### src/rtl/sprite_line_scanner_if.sv
// Request/result bundle between the line renderer (master) and the sprite line scanner (slave).
// Handshake: start is a one-cycle request that is always accepted (it also aborts a running scan);
// busy is high while scanning, and line_prepared high means BufferArray/obj_count/overflow are valid and stable.
interface sprite_line_scanner_if #(
  parameter int MAX_PER_LINE  = 32,
  parameter int OAM_ADDR_SIZE = 6,
  parameter int COORD_W       = 10
);
  logic                                       start;
  logic [COORD_W-1:0]                         target_line;
  logic                                       tall_mode;
  logic [MAX_PER_LINE*(OAM_ADDR_SIZE+1)-1:0]  BufferArray;
  logic [$clog2(MAX_PER_LINE+1)-1:0]          obj_count;
  logic                                       busy;
  logic                                       line_prepared;
  logic                                       overflow;
  logic [1:0]                                 dbg_state;

  modport master (
    output start, target_line, tall_mode,
    input  BufferArray, obj_count, busy, line_prepared, overflow, dbg_state
  );

  modport slave (
    input  start, target_line, tall_mode,
    output BufferArray, obj_count, busy, line_prepared, overflow, dbg_state
  );
endinterface

### src/rtl/sprite_line_scanner.sv
// Per-scanline sprite evaluator: walks OAM and collects up to MAX_PER_LINE objects covering a line.
// Optional macro SPRITE_OVERFLOW_SCAN_EN keeps scanning past a full buffer to report overflow.
module sprite_line_scanner #(
  parameter int MAX_PER_LINE    = 32,
  parameter int OAM_MAX_OBJECTS = 64,
  parameter int OAM_ADDR_SIZE   = 6,
  parameter int COORD_W         = 10,
  parameter int SPRITE_HEIGHT   = 16
) (
  input  logic                     clk,
  input  logic                     reset,
  input  logic [31:0]              oam_data,
  output logic [OAM_ADDR_SIZE-1:0] oam_addr,
  sprite_line_scanner_if.slave     bus
);

  localparam int SW = OAM_ADDR_SIZE + 1;
  localparam int CW = $clog2(MAX_PER_LINE + 1);

  typedef enum logic [1:0] {
    IDLE = 2'd0,
    SCAN = 2'd1,
    DONE = 2'd2
  } state_t;

  state_t                        state;
  logic [COORD_W-1:0]            line_q;
  logic                          tall_q;
  logic                          issuing;
  logic                          pend_valid;
  logic [OAM_ADDR_SIZE-1:0]      pend_idx;
  logic [MAX_PER_LINE*SW-1:0]    buf_q;
  logic [CW-1:0]                 count_q;
  logic                          busy_q;
  logic                          prep_q;

  logic [COORD_W-1:0]            obj_y;
  logic [COORD_W:0]              height;
  logic                          hit;
  logic                          last_eval;
  logic                          scan_finish;
  logic                          set_ovf;

  // Compare one bit wider than the coordinate so Y+H cannot wrap past the top line.
  assign obj_y     = oam_data[30 -: COORD_W];
  assign height    = tall_q ? (COORD_W+1)'(2*SPRITE_HEIGHT) : (COORD_W+1)'(SPRITE_HEIGHT);
  assign hit       = oam_data[31]
                   && ({1'b0, line_q} >= {1'b0, obj_y})
                   && ({1'b0, line_q} <  ({1'b0, obj_y} + height));
  assign last_eval = (pend_idx == OAM_ADDR_SIZE'(OAM_MAX_OBJECTS-1));

  always_comb begin
    scan_finish = 1'b0;
    set_ovf     = 1'b0;
    if (state == SCAN && pend_valid) begin
`ifdef SPRITE_OVERFLOW_SCAN_EN
      if (hit && count_q == CW'(MAX_PER_LINE)) begin
        scan_finish = 1'b1;
        set_ovf     = 1'b1;
      end else if (last_eval) begin
        scan_finish = 1'b1;
      end
`else
      if ((hit && count_q == CW'(MAX_PER_LINE-1)) || last_eval)
        scan_finish = 1'b1;
`endif
    end
  end

  always_ff @(posedge clk or negedge reset) begin
    if (!reset) begin
      state      <= IDLE;
      line_q     <= '0;
      tall_q     <= 1'b0;
      issuing    <= 1'b0;
      pend_valid <= 1'b0;
      pend_idx   <= '0;
      oam_addr   <= '0;
      buf_q      <= '0;
      count_q    <= '0;
      busy_q     <= 1'b0;
      prep_q     <= 1'b0;
    end else if (bus.start) begin
      state      <= SCAN;
      line_q     <= bus.target_line;
      tall_q     <= bus.tall_mode;
      issuing    <= 1'b1;
      pend_valid <= 1'b0;
      oam_addr   <= '0;
      buf_q      <= '0;
      count_q    <= '0;
      busy_q     <= 1'b1;
      prep_q     <= 1'b0;
    end else if (state == SCAN) begin
      // Fetch pipeline: the address presented this cycle is evaluated one edge later.
      pend_valid <= issuing;
      pend_idx   <= oam_addr;
      if (issuing) begin
        if (oam_addr == OAM_ADDR_SIZE'(OAM_MAX_OBJECTS-1))
          issuing <= 1'b0;
        else
          oam_addr <= oam_addr + OAM_ADDR_SIZE'(1);
      end
      if (pend_valid && hit && count_q != CW'(MAX_PER_LINE)) begin
        for (int i = 0; i < MAX_PER_LINE; i++) begin
          if (count_q == CW'(i))
            buf_q[i*SW +: SW] <= {pend_idx, 1'b1};
        end
        count_q <= count_q + CW'(1);
      end
      if (scan_finish) begin
        state      <= DONE;
        issuing    <= 1'b0;
        pend_valid <= 1'b0;
        busy_q     <= 1'b0;
        prep_q     <= 1'b1;
      end
    end
  end

`ifdef SPRITE_OVERFLOW_SCAN_EN
  logic ovf_q;

  always_ff @(posedge clk or negedge reset) begin
    if (!reset)
      ovf_q <= 1'b0;
    else if (bus.start)
      ovf_q <= 1'b0;
    else if (set_ovf)
      ovf_q <= 1'b1;
  end

  assign bus.overflow = ovf_q;
`else
  logic unused_set_ovf;
  assign unused_set_ovf = set_ovf;
  assign bus.overflow   = 1'b0;
`endif

  assign bus.BufferArray   = buf_q;
  assign bus.obj_count     = count_q;
  assign bus.busy          = busy_q;
  assign bus.line_prepared = prep_q;
  assign bus.dbg_state     = state;

endmodule

### src/flat_wrapper.sv
// flat-port wrapper written by rule: the top's interface ports become plain ports
module sprite_line_scanner_flat 
#(
  parameter int MAX_PER_LINE    = 32,
  parameter int OAM_MAX_OBJECTS = 64,
  parameter int OAM_ADDR_SIZE   = 6,
  parameter int COORD_W         = 10,
  parameter int SPRITE_HEIGHT   = 16
)
  (clk, reset, oam_data, oam_addr, bus_start, bus_target_line, bus_tall_mode, bus_BufferArray, bus_obj_count, bus_busy, bus_line_prepared, bus_overflow, bus_dbg_state);
  sprite_line_scanner_if #(.MAX_PER_LINE(MAX_PER_LINE), .OAM_ADDR_SIZE(OAM_ADDR_SIZE), .COORD_W(COORD_W)) bus_i ();
  input  logic clk;
  input  logic reset;
  input  logic [31:0] oam_data;
  output logic [OAM_ADDR_SIZE-1:0] oam_addr;
  input wire logic [$bits(bus_i.start)-1:0] bus_start;
  input wire logic [$bits(bus_i.target_line)-1:0] bus_target_line;
  input wire logic [$bits(bus_i.tall_mode)-1:0] bus_tall_mode;
  output wire logic [$bits(bus_i.BufferArray)-1:0] bus_BufferArray;
  output wire logic [$bits(bus_i.obj_count)-1:0] bus_obj_count;
  output wire logic [$bits(bus_i.busy)-1:0] bus_busy;
  output wire logic [$bits(bus_i.line_prepared)-1:0] bus_line_prepared;
  output wire logic [$bits(bus_i.overflow)-1:0] bus_overflow;
  output wire logic [$bits(bus_i.dbg_state)-1:0] bus_dbg_state;
  assign bus_i.start = bus_start;
  assign bus_i.target_line = bus_target_line;
  assign bus_i.tall_mode = bus_tall_mode;
  assign bus_BufferArray = bus_i.BufferArray;
  assign bus_obj_count = bus_i.obj_count;
  assign bus_busy = bus_i.busy;
  assign bus_line_prepared = bus_i.line_prepared;
  assign bus_overflow = bus_i.overflow;
  assign bus_dbg_state = bus_i.dbg_state;
  sprite_line_scanner #(.MAX_PER_LINE(MAX_PER_LINE), .OAM_MAX_OBJECTS(OAM_MAX_OBJECTS), .OAM_ADDR_SIZE(OAM_ADDR_SIZE), .COORD_W(COORD_W), .SPRITE_HEIGHT(SPRITE_HEIGHT)) u_core (.clk(clk), .reset(reset), .oam_data(oam_data), .oam_addr(oam_addr), .bus(bus_i));
endmodule
### config.mk
export PLATFORM = sky130hd
export DESIGN_NAME = sprite_line_scanner_flat
export DESIGN_NICKNAME = d
export VERILOG_FILES = /design/src/rtl/sprite_line_scanner_if.sv /design/src/rtl/sprite_line_scanner.sv /design/src/flat_wrapper.sv
export SDC_FILE = /design/constraint.sdc
export NUM_CORES = 1
export LEC_CHECK = 0
export BUFFER_PORTS_ARGS = -buffer_cell sky130_fd_sc_hd__clkbuf_2
export CAP_MARGIN = 20
export CORE_MARGIN = 4
export CORE_UTILIZATION = 40
export DETAILED_ROUTE_END_ITERATION = 6
export PLACE_DENSITY = 0.62
export RECOVER_POWER = 50
export SYNTH_ARGS = -nofsm -noshare
export SYNTH_HDL_FRONTEND = slang
export SYNTH_SLANG_ARGS = --single-unit
export TNS_END_PERCENT = 10
### constraint.sdc
create_clock -name clk -period 4.3 [get_ports clk]
set_input_delay 0.215 -clock clk [delete_from_list [all_inputs] [get_ports clk]]
set_output_delay 0.215 -clock clk [all_outputs]
set_load 0.01 [all_outputs]
# ---- After elaboration in Yosys (flattened, before gate mapping)
# Index checks and enable logic that the tools add are counted.
dict set report totals {
  out_inout_bits 241
  register_bits 259
  input_bits 46
  wordCells 226
}
dict set report op_classes {
  n_addsub 3
  mux 62
  n_lt_le_gt_ge 2
  reduce_logical 80
  n_eq_ne 36
  bitwise_logic 1
}
# operator count
set ops {}
lappend ops {{$mux 224} 3}
lappend ops {{$mux 7} 32}
lappend ops {{$reduce_and 3->1} 33}
lappend ops {{$eq 6x5->1 const B} 16}
lappend ops {{$reduce_bool 2->1} 36}
lappend ops {{$eq 6x4->1 const B} 8}
lappend ops {{$mux 6} 8}
lappend ops {{$eq 6x3->1 const B} 4}
lappend ops {{$mux 1} 16}
lappend ops {{$add 6x1->6 const B} 2}
lappend ops {{$eq 6x2->1 const B} 2}
lappend ops {{$eq 6x6->1 const B} 2}
lappend ops {{$add 10x11->11} 1}
lappend ops {{$lt 10x11->1} 1}
lappend ops {{$ge 10x10->1} 1}
lappend ops {{$eq 6x1->1 const B} 1}
lappend ops {{$logic_and 1x1->1} 6}
lappend ops {{$logic_not 6->1} 1}
lappend ops {{$mux 2} 3}
lappend ops {{$ne 6x6->1 const B} 1}
lappend ops {{$reduce_and 2->1} 3}
lappend ops {{$eq 2x1->1 const B} 1}
lappend ops {{$ne 2x2->1 const B} 1}
lappend ops {{$logic_or 1x1->1} 1}
lappend ops {{$not 1->1} 1}

# ---- Depth between registers and ports, before layout
# Gate-level depths: netlist of the first run.
dict set report logic_depth {
  word_depth 11
  ltp_mapped 15
  ltp_nobuf 12
}

# ---- Worst setup path after synthesis of the first run
# OpenSTA, ideal clock, no wires.
dict set report synth_path {
  path_type {flip-flop to flip-flop}
  startpoint {reg u_core.tall_q}
  endpoint {reg u_core.buf_q[141] (netlist: u_core.bus.BufferArray[141])}
  n_path_buf 1
  setup_ns 0.132
  stages_incl_launch_ff 13
  arrival_time_ns 2.987
  t_required_ns 4.168
  period_less_slack_ns 3.119
  slack_ns 1.181
  cell_sequence {dfrtp_1 inv_1 ha_1 fa_1 xnor2_1 ha_1 a211oi_1 o211ai_1 o21ai_1 buf_2 nand4b_2 mux2i_1 nor2_1}
}
dict set report synth_between {
  elab_chain_len 8
}
# element line
set synth_rtl {}
lappend synth_rtl {{from (decl)} sprite_line_scanner.sv:28} ;# logic tall_q;
lappend synth_rtl {{from (signal assigned)} sprite_line_scanner.sv:86} ;# tall_q <= bus.tall_mode;
lappend synth_rtl {{$mux 6} sprite_line_scanner.sv:46} ;# assign height = tall_q ? (COORD_W+1)'(2*SPRITE_HEIGHT) : (COORD_W+1)'(SPRITE_HEIGHT);
lappend synth_rtl {{$add 10x11->11} sprite_line_scanner.sv:49} ;# && ({1'b0, line_q} < ({1'b0, obj_y} + height));
lappend synth_rtl {{$lt 10x11->1} sprite_line_scanner.sv:49}
lappend synth_rtl {{$logic_and 1x1->1} sprite_line_scanner.sv:49}
lappend synth_rtl {{$logic_and 1x1->1 (2 in a row)} sprite_line_scanner.sv:104} ;# if (pend_valid && hit && count_q != CW'(MAX_PER_LINE)) begin
lappend synth_rtl {{$reduce_bool 2->1 (no source line)} -}
lappend synth_rtl {{$reduce_and 3->1 (no source line)} -}
lappend synth_rtl {{to (signal, indexed assignment)} sprite_line_scanner.sv:107} ;# buf_q[i*SW +: SW] <= {pend_idx, 1'b1};
lappend synth_rtl {{to (decl)} sprite_line_scanner.sv:32} ;# logic [MAX_PER_LINE*SW-1:0] buf_q;
# No other way between the ends.
# A chain may end at the register's enable or synchronous reset.

# ---- Final worst setup path of the first run
dict set report layout_path {
  startpoint {reg u_core.tall_q}
  endpoint {reg u_core.buf_q[98] (netlist: u_core.bus.BufferArray[98])}
}
# Same word-level chain as after synthesis.

==> results of run 1 <==
## registers in the layout, indices dropped and copies added, names as in the netlist
name and count:
u_core.bus.BufferArray 224, u_core.line_q 10, u_core.bus.obj_count 6, u_core.oam_addr 6, u_core.pend_idx 6, u_core.bus.dbg_state 2, u_core.issuing 1, u_core.pend_valid 1
u_core.tall_q 1
## power breakdown
| group | switching (mW) | leakage (nW) | internal, mW | total [mW] |
|---|---|---|---|---|
| Combinational | 0.277 | 3.64 | 0.110 | 0.386 |
| Sequential | 0.0153 | 3.55 | 2.44 | 2.45 |
| Clock | 0.974 | 0.445 | 1.38 | 2.36 |
| Total | 1.27 | 7.64 | 3.93 | 5.19 |
## cell families (layout without fill, tap and decap cells)
family / after synthesis / after routing / synth area share, %
multiplexers: 205 / 205 / 17.87
AO/OA/AOI/OAI: 71 / 71 / 3.550
AND/OR/NAND/NOR: 331 / 331 / 15.15
XOR/XNOR: 12 / 12 / 0.9064
buffers and inverters: 122 / 395 / 4.370
adder cells (fa/ha/maj): 24 / 24 / 2.655
flip-flops: 257 / 257 / 55.47
other: 1 / 1 / 0.03234
## metal layers
layer  up-vias  share of wire, %
met3        44               7.5
li1       3917                 -
met4         0               1.8
met1      4138                44
met5         -                 0
met2       212                47
## what timing repair did
action | CTS | global route
hold buffers | 12 | 0
hold endpoints to repair | 105 | 0
setup endpoints to repair | 0 | 0
## cells in the mapped netlist, types with 2 or more instances
library cell,instances,area share [%]
dfrtp_1,257,55
mux2i_1,189,16
xnor2_1,6,0.45
nand3_4,2,0.30
buf_2,5,0.22
nand4b_2,24,3.1
nor2_1,186,6.0
nand3_2,2,0.17
and4_1,2,0.15
inv_1,54,1.7
a21oi_1,45,1.9
a21o_1,3,0.19
nand3b_1,2,0.13
buf_6,3,0.29
nor2b_1,2,0.11
clkbuf_1,50,1.6
o21ai_0,5,0.22
buf_1,4,0.13
mux2_2,16,1.6
a31oi_1,3,0.16
nand2b_1,34,1.8
nand2_1,42,1.4
nand3_1,12,0.52
nor3_1,3,0.13
o22ai_1,2,0.11
nand4_1,7,0.38
a211oi_1,2,0.13
ha_1,23,2.5
buf_4,5,0.32
nand4_2,3,0.32
xor2_1,6,0.45
and3_1,6,0.32
## area by class of cell
type	instances	area share, %
well taps	384	3.438
multi-input cells	644	33.54
clock inverters	10	0.5998
repair buffers	289	9.060
flip-flops and latches	257	46.02
clock buffers	42	5.900
inverters	54	1.450
## worst paths after layout
path | startpoint | to | slack, ns | depth (start not counted)
max in group asynchronous | reset | u_core.bus.BufferArray[68] | 1.70 | 3
min reg2reg | u_core.bus.BufferArray[126] | u_core.bus.BufferArray[126] | 0.51 | 2
max reg2reg | u_core.tall_q | u_core.bus.BufferArray[98] | 0.65 | 11
min | oam_data[31] | u_core.bus.dbg_state[1] | 0.43 | 6
max | u_core.tall_q | u_core.bus.BufferArray[98] | 0.65 | 11
min in group asynchronous | reset | u_core.oam_addr[2] | 0.94 | 2
## stage by stage
| step | setup WS (ns) | cells | power [mW] | hold WS [ns] |
|---|---|---|---|---|
| 4_1_cts | 0.6653 | 1680 | 5.269 | 0.2018 |
| 6_report | 0.6482 | 1680 | 5.195 | 0.4349 |
| 3_5_place_dp | 0.7041 | 1616 | 2.879 | 0.2973 |
| 5_1_grt | 0.4661 | 1680 | 5.397 | 0.4588 |
| 3_3_place_gp | 0.7801 | 1616 | 2.874 | 0.2984 |
| 2_1_floorplan | 1.181 | 1023 | 2.720 | -0.08059 |
## worst max-delay path: stages (launching register included)
cell      delay (ns)
dfrtp_1         0.39
inv_1           0.07
ha_1            0.20
fa_1            0.43
xnor2_1         0.16
ha_1            0.31
a211oi_1        0.25
o211ai_1        0.17
o21ai_4         0.19
and3_1          0.68
nand3_2         0.43
a21oi_1         0.25
==> results.sh, run 1 <==
export IMPL_antenna_found_initial=0
export IMPL_crit_type="reg2reg"
export IMPL_path_clk_slew_ns=0.06
export IMPL_post_route_util_pct=48.82
export IMPL_root_buffer="clkbuf_16"
export IMPL_worst_pin_slew_ns=2.485
export IMPL_clock_skew_ns=0.01019
export IMPL_dr_first_iter_drc_count=556
export IMPL_grt_pass1_vias=8386
export IMPL_p_leak_nw=7.636
export IMPL_grt_use_met3_pct=4.981
export IMPL_clkLatencyLatePin_ns=0.54
export IMPL_status="finished with violations"
export IMPL_cts_made_buffers=28
export IMPL_grt_total_usage_pct=19.39
export IMPL_fp_dieArea_um2=31770
export IMPL_async_reset_ff_share_pct=100.0
export IMPL_ir_drop_mv=0.3015
export IMPL_clockBufferDepth=3
export IMPL_overflow=0
export IMPL_gr_max_usage_layer="met2"
export IMPL_post_drt_via_cell_ratio=4.947
export IMPL_fin_crit_ns=3.652
export IMPL_core_region_area_um2=28630
export IMPL_syn_inst=1023
export IMPL_clock_fmax_ghz=0.2738
export IMPL_gp_congestion=0.8313
export IMPL_grt_pass1_wl_um=49000
export IMPL_cts_max_level=1
export IMPL_rsz0062_at_grt="no"
export IMPL_critPathCaptureType="register"
export IMPL_io_pins=287
export IMPL_crit_fanout=13
export IMPL_met2_usage_pct=31.64
export IMPL_yosysSeqAreaShare_pct=55.47
export IMPL_max_slew_margin_rel_pct=-65.66
export IMPL_violations="capacitance limit, slew limit"
export IMPL_fin_area_um2=13980
export IMPL_hold_path_class="in2reg"
export IMPL_yosys_cell_types_count=50
export IMPL_synth_edf_count=0
export IMPL_portBuffers=264
export IMPL_mostFrequentLayoutCells="257 x dfrtp_1, 246 x clkbuf_1, 189 x mux2i_1"
export IMPL_diodes=0
export IMPL_syn_avg_cell_area_um2=11.33
export IMPL_post_route_period_util_pct=84.92
export IMPL_cts_resized=0
export IMPL_final_nets=1344
export IMPL_multi_input_area_um2=4687
export IMPL_final_common_cell="dfrtp_1"
export IMPL_cts_tree="built"
export IMPL_syn_area_um2=11590
export IMPL_required_ns=4.72
export IMPL_setup_viol=0
export IMPL_met1_usage_pct=26.39
export IMPL_vias=8311
export IMPL_hold_viol=0
export IMPL_drive_gt1_share_pct=10.57
export IMPL_rows=62
export IMPL_crit_arrival_ns=4.07
export IMPL_cellPowerDensity_nw_per_um2=371.7
export IMPL_maxSlewViolCount=208
export IMPL_ys_warnings_count=0
export IMPL_drc=0
export IMPL_start_util_pct=40.51
export IMPL_die_h_um=178.3
export IMPL_post_cts_buffers=0
export IMPL_syn_to_final_growth_pct=20.54
export IMPL_finalSetupTns_ns=0
export IMPL_drt_antenna_violating_nets=0
export IMPL_postPlaceCellArea_um2=13260
export IMPL_synth_seq_cells=257
export IMPL_routed_wl_um=31620
export IMPL_grt_max_degree=116
export IMPL_detail_route_wl_per_cell_um=18.82
export IMPL_crit_path_start_kind="register"
export IMPL_hpwl_um=20650
export IMPL_firstDrtPassIters=5
export IMPL_fillCellCount=2754
export IMPL_cts_sinks=257
export IMPL_die_x_um=178.3
export IMPL_cap_violations=2
export IMPL_regArea_um2=6431
export IMPL_syn_nets=1093
export IMPL_ys_flop_type="dfrtp_1"
Note: power is estimated with default switching activity, not from simulation.
==> run 2, diff against run 1 <==
--- a/config.mk
+++ b/config.mk
@@ -5,12 +5,13 @@
 export SDC_FILE = /design/constraint.sdc
 export NUM_CORES = 1
 export LEC_CHECK = 0
+export ABC_AREA = 1
 export BUFFER_PORTS_ARGS = -buffer_cell sky130_fd_sc_hd__clkbuf_2
 export CAP_MARGIN = 20
 export CORE_MARGIN = 4
 export CORE_UTILIZATION = 40
 export DETAILED_ROUTE_END_ITERATION = 6
-export PLACE_DENSITY = 0.62
+export PLACE_DENSITY = 0.65
 export RECOVER_POWER = 50
 export SYNTH_ARGS = -nofsm -noshare
 export SYNTH_HDL_FRONTEND = slang
==> constraint.sdc (replaced) <==
create_clock -name clk -period 3.1 [get_ports clk]
set_input_delay 0.155 -clock clk [delete_from_list [all_inputs] [get_ports clk]]
set_output_delay 0.155 -clock clk [all_outputs]
set_load 0.01 [all_outputs]
==> results.sh, run 2 <==
export IMPL_post_drt_via_cell_ratio=5.330
export IMPL_fin_crit_ns=2.967
export IMPL_worst_slack_ns=0.1326
export IMPL_ys_flop_type="dfrtp_1"
export IMPL_synth_common_cells="257 x dfrtp_1, 233 x nand3_1, 161 x o21ai_1"
export IMPL_switchingPower_mw=1.729
export IMPL_gp_congestion=0.8668
export IMPL_syn_nets=1208
export IMPL_final_common_cell="dfrtp_1"
export IMPL_yosys_cell_types_count=33
export IMPL_power_frac_clock_pct=46.5
export IMPL_cellPowerDensity_nw_per_um2=528.8
export IMPL_drc=0
export IMPL_cap_violations=2
export IMPL_die_x_um=172.5
export IMPL_syn_area_um2=10830
export IMPL_p_int_mw=5.580
export IMPL_finalPower_mw=7.309
export IMPL_fillCellCount=2486
export IMPL_status="finished with violations"
export IMPL_cts_sinks=257
export IMPL_vias=9375
export IMPL_maxSlewViolCount=115
export IMPL_yosysSeqAreaShare_pct=59.40
export IMPL_p_leak_nw=6.234
export IMPL_grt_max_degree=88
export IMPL_combPwrFrac_pct=7.1
export IMPL_mostFrequentLayoutCells="257 x dfrtp_1, 228 x nand3_1, 160 x o21ai_1"
export IMPL_clockBufferDepth=3
export IMPL_synth_edf_count=0
export IMPL_crit_type="reg2reg"
export IMPL_dr_first_iter_drc_count=790
export IMPL_ys_top_cells_by_area="dfrtp_1 59%, nand3_1 11%, o21ai_1 7.4%"
export IMPL_root_buffer="clkbuf_16"
export IMPL_start_util_pct=41.08
export IMPL_critPathCaptureType="register"
export IMPL_cts_made_buffers=28
export IMPL_clock_fmax_ghz=0.3370
export IMPL_dp_worst_setup_slack_ns=0.09139
export IMPL_wl_met3_um=2508
export IMPL_detail_route_wl_per_cell_um=19.04
export IMPL_overflow=0
export IMPL_ir_drop_mv=0.3552
export IMPL_portBuffers=264
export IMPL_max_slew_margin_rel_pct=-51.59
export IMPL_highest_layer="met4"
export IMPL_post_route_period_util_pct=95.72
export IMPL_largest_reg_flops=224
export IMPL_required_ns=3.49
export IMPL_p_seq_share_pct=46.5
export IMPL_hold_path_class="in2reg"
export IMPL_drive_gt1_share_pct=17.49
export IMPL_worst_pin_slew_ns=2.274
export IMPL_cts_max_level=1
export IMPL_routed_wl_um=33490
export IMPL_grt_total_usage_pct=20.35
export IMPL_clock_skew_ns=0.007508
export IMPL_diodes=0
export IMPL_syn_avg_cell_area_um2=9.514
export IMPL_crit_fanout=7
export IMPL_violations="capacitance limit, slew limit"
export IMPL_core_region_area_um2=26350
export IMPL_syn_inst=1138
export IMPL_yosysTopAreaCell="dfrtp_1"
export IMPL_netlist_area_leader_share_pct=59.40
export IMPL_ys_warnings_count=0
export IMPL_setup_viol=0
export IMPL_crit_arrival_ns=3.35
export IMPL_rows=59
export IMPL_drt_antenna_violating_nets=0
export IMPL_grt_pass1_wl_um=50050
export IMPL_post_route_util_pct=52.45
export IMPL_antenna_found_initial=0
export IMPL_hpwl_um=21350
export IMPL_wl_met2_um=15350
export IMPL_fin_area_um2=13820
export IMPL_grt_pass1_vias=8778
export IMPL_yosysMostFrequentCell="dfrtp_1"
export IMPL_die_h_um=172.5
export IMPL_m1WireLength_um=15030
export IMPL_syn_to_final_growth_pct=27.68
export IMPL_swShare_pct=23.66
export IMPL_firstDrtPassIters=5
export IMPL_synth_seq_cells=257
export IMPL_cts_tree="built"
export IMPL_fp_dieArea_um2=29760
export IMPL_postPlaceCellArea_um2=12500
export IMPL_async_reset_ff_share_pct=100.0
export IMPL_hold_viol=0
export IMPL_path_clk_slew_ns=0.06
export IMPL_io_pins=287
export IMPL_crit_path_start_kind="register"
export IMPL_clkLatencyLatePin_ns=0.53
export IMPL_final_nets=1473
[run 2: cells by family (layout without fill, tap and decap cells)]
| family | Yosys count | count (layout) | synth area share [%] |
|---|---|---|---|
| xor gates and xnor gates | 4 | 4 | 0.3236 |
| DFF | 257 | 257 | 59.40 |
| buffers and inverters | 178 | 458 | 6.899 |
| and+or+nand+nor | 421 | 427 | 18.65 |
| AOI/OAI and AO/OA | 253 | 253 | 11.85 |
| adders and majority gates | 24 | 24 | 2.843 |
| other | 1 | 1 | 0.03464 |
[run 2: timing repair]
action	CTS	global route
hold buffers	13	0
resized for setup	0	42
setup endpoints to repair	0	213
buffers inserted	0	2
hold endpoints to repair	96	0
[run 2: critical path, cell delays in order (launching register included)]
cell and delay [ns]:
dfrtp_1 0.36, inv_1 0.06, ha_2 0.18, fa_2 0.51
inv_1 0.04, ha_1 0.28, nand2_2 0.07, inv_1 0.05
a21oi_2 0.12, nand2_1 0.07, nand2_1 0.07, nand2_2 0.07
a21oi_4 0.17, buf_12 0.16, clkbuf_16 0.18, nand3_4 0.09
buf_6 0.20, nand3_1 0.06, o21ai_1 0.07
[run 2: layout make-up]
cell class                 instances  area, um2  area share (%)
sequential                       257       6431           46.52
multi-input combinational        709       3936           28.48
timing repair buffer             323       1768           12.79
clock buffer                      38      789.5           5.711
tap                              335      419.2           3.032
inverter                          84      320.3           2.317
clock inverter                    13      158.9           1.150
[run 2: stage by stage]
stage               hold WS, ns  std cells  setup TNS [ns]
finish                   0.3651       1759               0
global route             0.3699       1759        -0.09753
CTS                      0.2200       1742               0
detailed placement       0.2018       1678               0
global placement         0.1996       1678               0
floorplan               -0.1406       1138               0
[run 2: final timing paths]
check | startpoint | endpoint | slack (ns) | cells past startpoint
worst max-delay path | u_core.tall_q | u_core.bus.BufferArray[166] | 0.13 | 18
worst min-delay path | bus_target_line[4] | u_core.line_q[4] | 0.37 | 4
worst max register to register | u_core.tall_q | u_core.bus.BufferArray[166] | 0.13 | 18
worst min register to register | u_core.line_q[3] | u_core.line_q[3] | 0.49 | 2
max in group asynchronous | reset | u_core.line_q[3] | 0.69 | 3
min in group asynchronous | reset | u_core.bus.BufferArray[47] | 0.80 | 2
[run 2: power groups by stage]
stage | clock network, mW | registers, mW | logic (mW)
after global placement | 0 | 3.46 | 0.423
after CTS | 3.47 | 3.40 | 0.443
after detailed placement | 0 | 3.46 | 0.429
after floorplan | 0 | 3.46 | 0.230
final | 3.40 | 3.40 | 0.516
after global routing | 3.60 | 3.40 | 0.574
[run 2: per-layer routing]
layer	track usage, %	vias to the layer above
met5	0	-
met4	4.059	0
met3	5.290	41
met2	31.93	333
met1	28.95	4586
li1	-	4415
==> run 3, diff against run 2 <==
--- a/config.mk
+++ b/config.mk
@@ -11,6 +11,7 @@
 export CORE_MARGIN = 4
 export CORE_UTILIZATION = 40
 export DETAILED_ROUTE_END_ITERATION = 6
+export GPL_TIMING_DRIVEN = 0
 export PLACE_DENSITY = 0.65
 export RECOVER_POWER = 50
 export SYNTH_ARGS = -nofsm -noshare
==> results.sh, run 3 (same netlist as run 2, synthesis figures left out) <==
export IMPL_cts_made_buffers=28
export IMPL_worst_pin_slew_ns=1.480
export IMPL_r2r_end="u_core.bus.BufferArray[59]"
export IMPL_fin_area_um2=14280
export IMPL_required_ns=3.49
export IMPL_reg2regPathDepth=18
export IMPL_final_nets=1537
export IMPL_drc=0
export IMPL_status="finished, final reports clean"
export IMPL_cap_violations=0
export IMPL_hold_viol=0
export IMPL_grt_max_degree=104
export IMPL_io_pins=287
export IMPL_rows=59
export IMPL_mostFrequentLayoutCells="257 x dfrtp_1, 220 x nand3_1, 161 x o21ai_1"
export IMPL_vias=9588
export IMPL_diodes=0
export IMPL_clkLatencyLatePin_ns=0.53
export IMPL_antenna_found_initial=0
export IMPL_drt_antenna_violating_nets=0
export IMPL_routed_wl_um=33990
export IMPL_critPathCaptureType="register"
export IMPL_cellPowerDensity_nw_per_um2=506.6
export IMPL_ir_drop_mv=0.3718
export IMPL_post_drt_via_cell_ratio=5.259
export IMPL_worst_slack_ns=0.09777
export IMPL_core_region_area_um2=26350
export IMPL_dp_worst_setup_slack_ns=-0.2516
export IMPL_start_util_pct=41.08
export IMPL_die_h_um=172.5
export IMPL_cts_sinks=257
export IMPL_min_delay_start="bus_start"
export IMPL_root_buffer="clkbuf_16"
export IMPL_drive_gt1_share_pct=20.43
export IMPL_cts_tree="built"
export IMPL_clockBufferDepth=3
export IMPL_r2r_start="u_core.tall_q"
export IMPL_crit_fanout=7
export IMPL_crit_arrival_ns=3.39
export IMPL_clock_skew_ns=0.009048
export IMPL_detail_route_wl_per_cell_um=18.65
export IMPL_hold_slack_ns=0.1828
export IMPL_overflow=0
export IMPL_crit_type="reg2reg"
export IMPL_worstHoldEndpoint="u_core.bus.BufferArray[11]"
export IMPL_path_clk_slew_ns=0.06
export IMPL_firstDrtPassIters=6
export IMPL_gp_congestion=0.9415
export IMPL_clock_fmax_ghz=0.3331
export IMPL_maxSlewViolCount=0
export IMPL_hold_path_class="in2reg"
export IMPL_die_x_um=172.5
export IMPL_fin_crit_ns=3.002
export IMPL_p_leak_nw=6.529
export IMPL_crit_path_start_kind="register"
export IMPL_postPlaceCellArea_um2=12630
export IMPL_max_slew_margin_rel_pct=1.362
export IMPL_hold_path_depth=4
export IMPL_finalSetupTns_ns=0
export IMPL_grt_total_usage_pct=21.64
export IMPL_hpwl_um=23530
export IMPL_grt_pass1_vias=9355
export IMPL_portBuffers=264
export IMPL_fp_dieArea_um2=29760
export IMPL_regArea_um2=6431
export IMPL_syn_to_final_growth_pct=31.86
export IMPL_final_common_cell="dfrtp_1"
export IMPL_worst_r2r_setup_slack_ns=0.1
export IMPL_largest_reg_flops=224
export IMPL_cts_max_level=1
export IMPL_grt_pass1_wl_um=52740
export IMPL_setup_viol=0
export IMPL_fillCellCount=2435
export IMPL_post_route_util_pct=54.17
export IMPL_post_route_period_util_pct=96.85
export IMPL_dr_first_iter_drc_count=894
export IMPL_multi_input_area_um2=3973
## run 3: where the power goes
group | switching (mW) | internal, mW | total (mW)
Clock | 1.33 | 1.98 | 3.31
Sequential | 0.0190 | 3.38 | 3.40
Combinational | 0.358 | 0.162 | 0.520
Total | 1.71 | 5.52 | 7.23
## run 3: metal layers
metal  global-route usage [%]  wire [um]
met3                    5.575       2444
met4                    6.055        846
met2                    34.09      15590
met1                    29.94      15110
met5                        0          0
## run 3: what timing repair did
action	4_1_cts	5_1_grt
pin swaps	1	1
cloned	3	13
hold endpoints to repair	63	0
endpoints found under the setup margin	204	197
hold buffers	12	0
resized for setup	57	76
setup buffers	2	3
## run 3: worst max path at each step
stage | start | end | slack [ns] | depth (start not counted)
3_5_place_dp | u_core.tall_q | u_core.bus.BufferArray[5] | -0.25 | 17
4_1_cts | u_core.tall_q | u_core.bus.BufferArray[109] | 0.02 | 17
3_3_place_gp | reset | u_core.bus.BufferArray[157] | -3.55 | 1
5_1_grt | u_core.tall_q | u_core.bus.BufferArray[108] | -0.02 | 18
6_report | u_core.tall_q | u_core.bus.BufferArray[59] | 0.1 | 18
2_1_floorplan | u_core.tall_q | u_core.bus.BufferArray[144] | 0.34 | 17
## run 3: final cells by class
cell class | instances | share of cell area [%]
buffer | 94 | 4.584
clock buffer | 46 | 6.091
clock inverter | 5 | 0.3681
inverter | 84 | 2.209
multi-input combinational | 703 | 27.83
sequential | 257 | 45.05
tap | 335 | 2.936
timing repair buffer | 299 | 10.94
## run 3: through the flow
| step | std cells | power, mW |
|---|---|---|
| 2_1_floorplan | 1138 | 3.687 |
| 3_3_place_gp | 1737 | 3.869 |
| 3_5_place_dp | 1739 | 3.885 |
| 4_1_cts | 1807 | 7.238 |
| 5_1_grt | 1823 | 7.515 |
| 6_report | 1823 | 7.232 |
## run 3: worst max-delay path, stage by stage, from the launching register on
cell     delay, ns
dfrtp_1       0.36
inv_1         0.06
ha_2          0.18
fa_2          0.51
inv_1         0.04
ha_1          0.29
nand2_2       0.08
inv_1         0.04
a21oi_1       0.13
nand2_1       0.09
nand2_1       0.09
nand2_2       0.08
a21oi_4       0.15
buf_12        0.16
buf_12        0.14
nand3_4       0.12
buf_8         0.18
nand3_1       0.07
o21ai_1       0.09
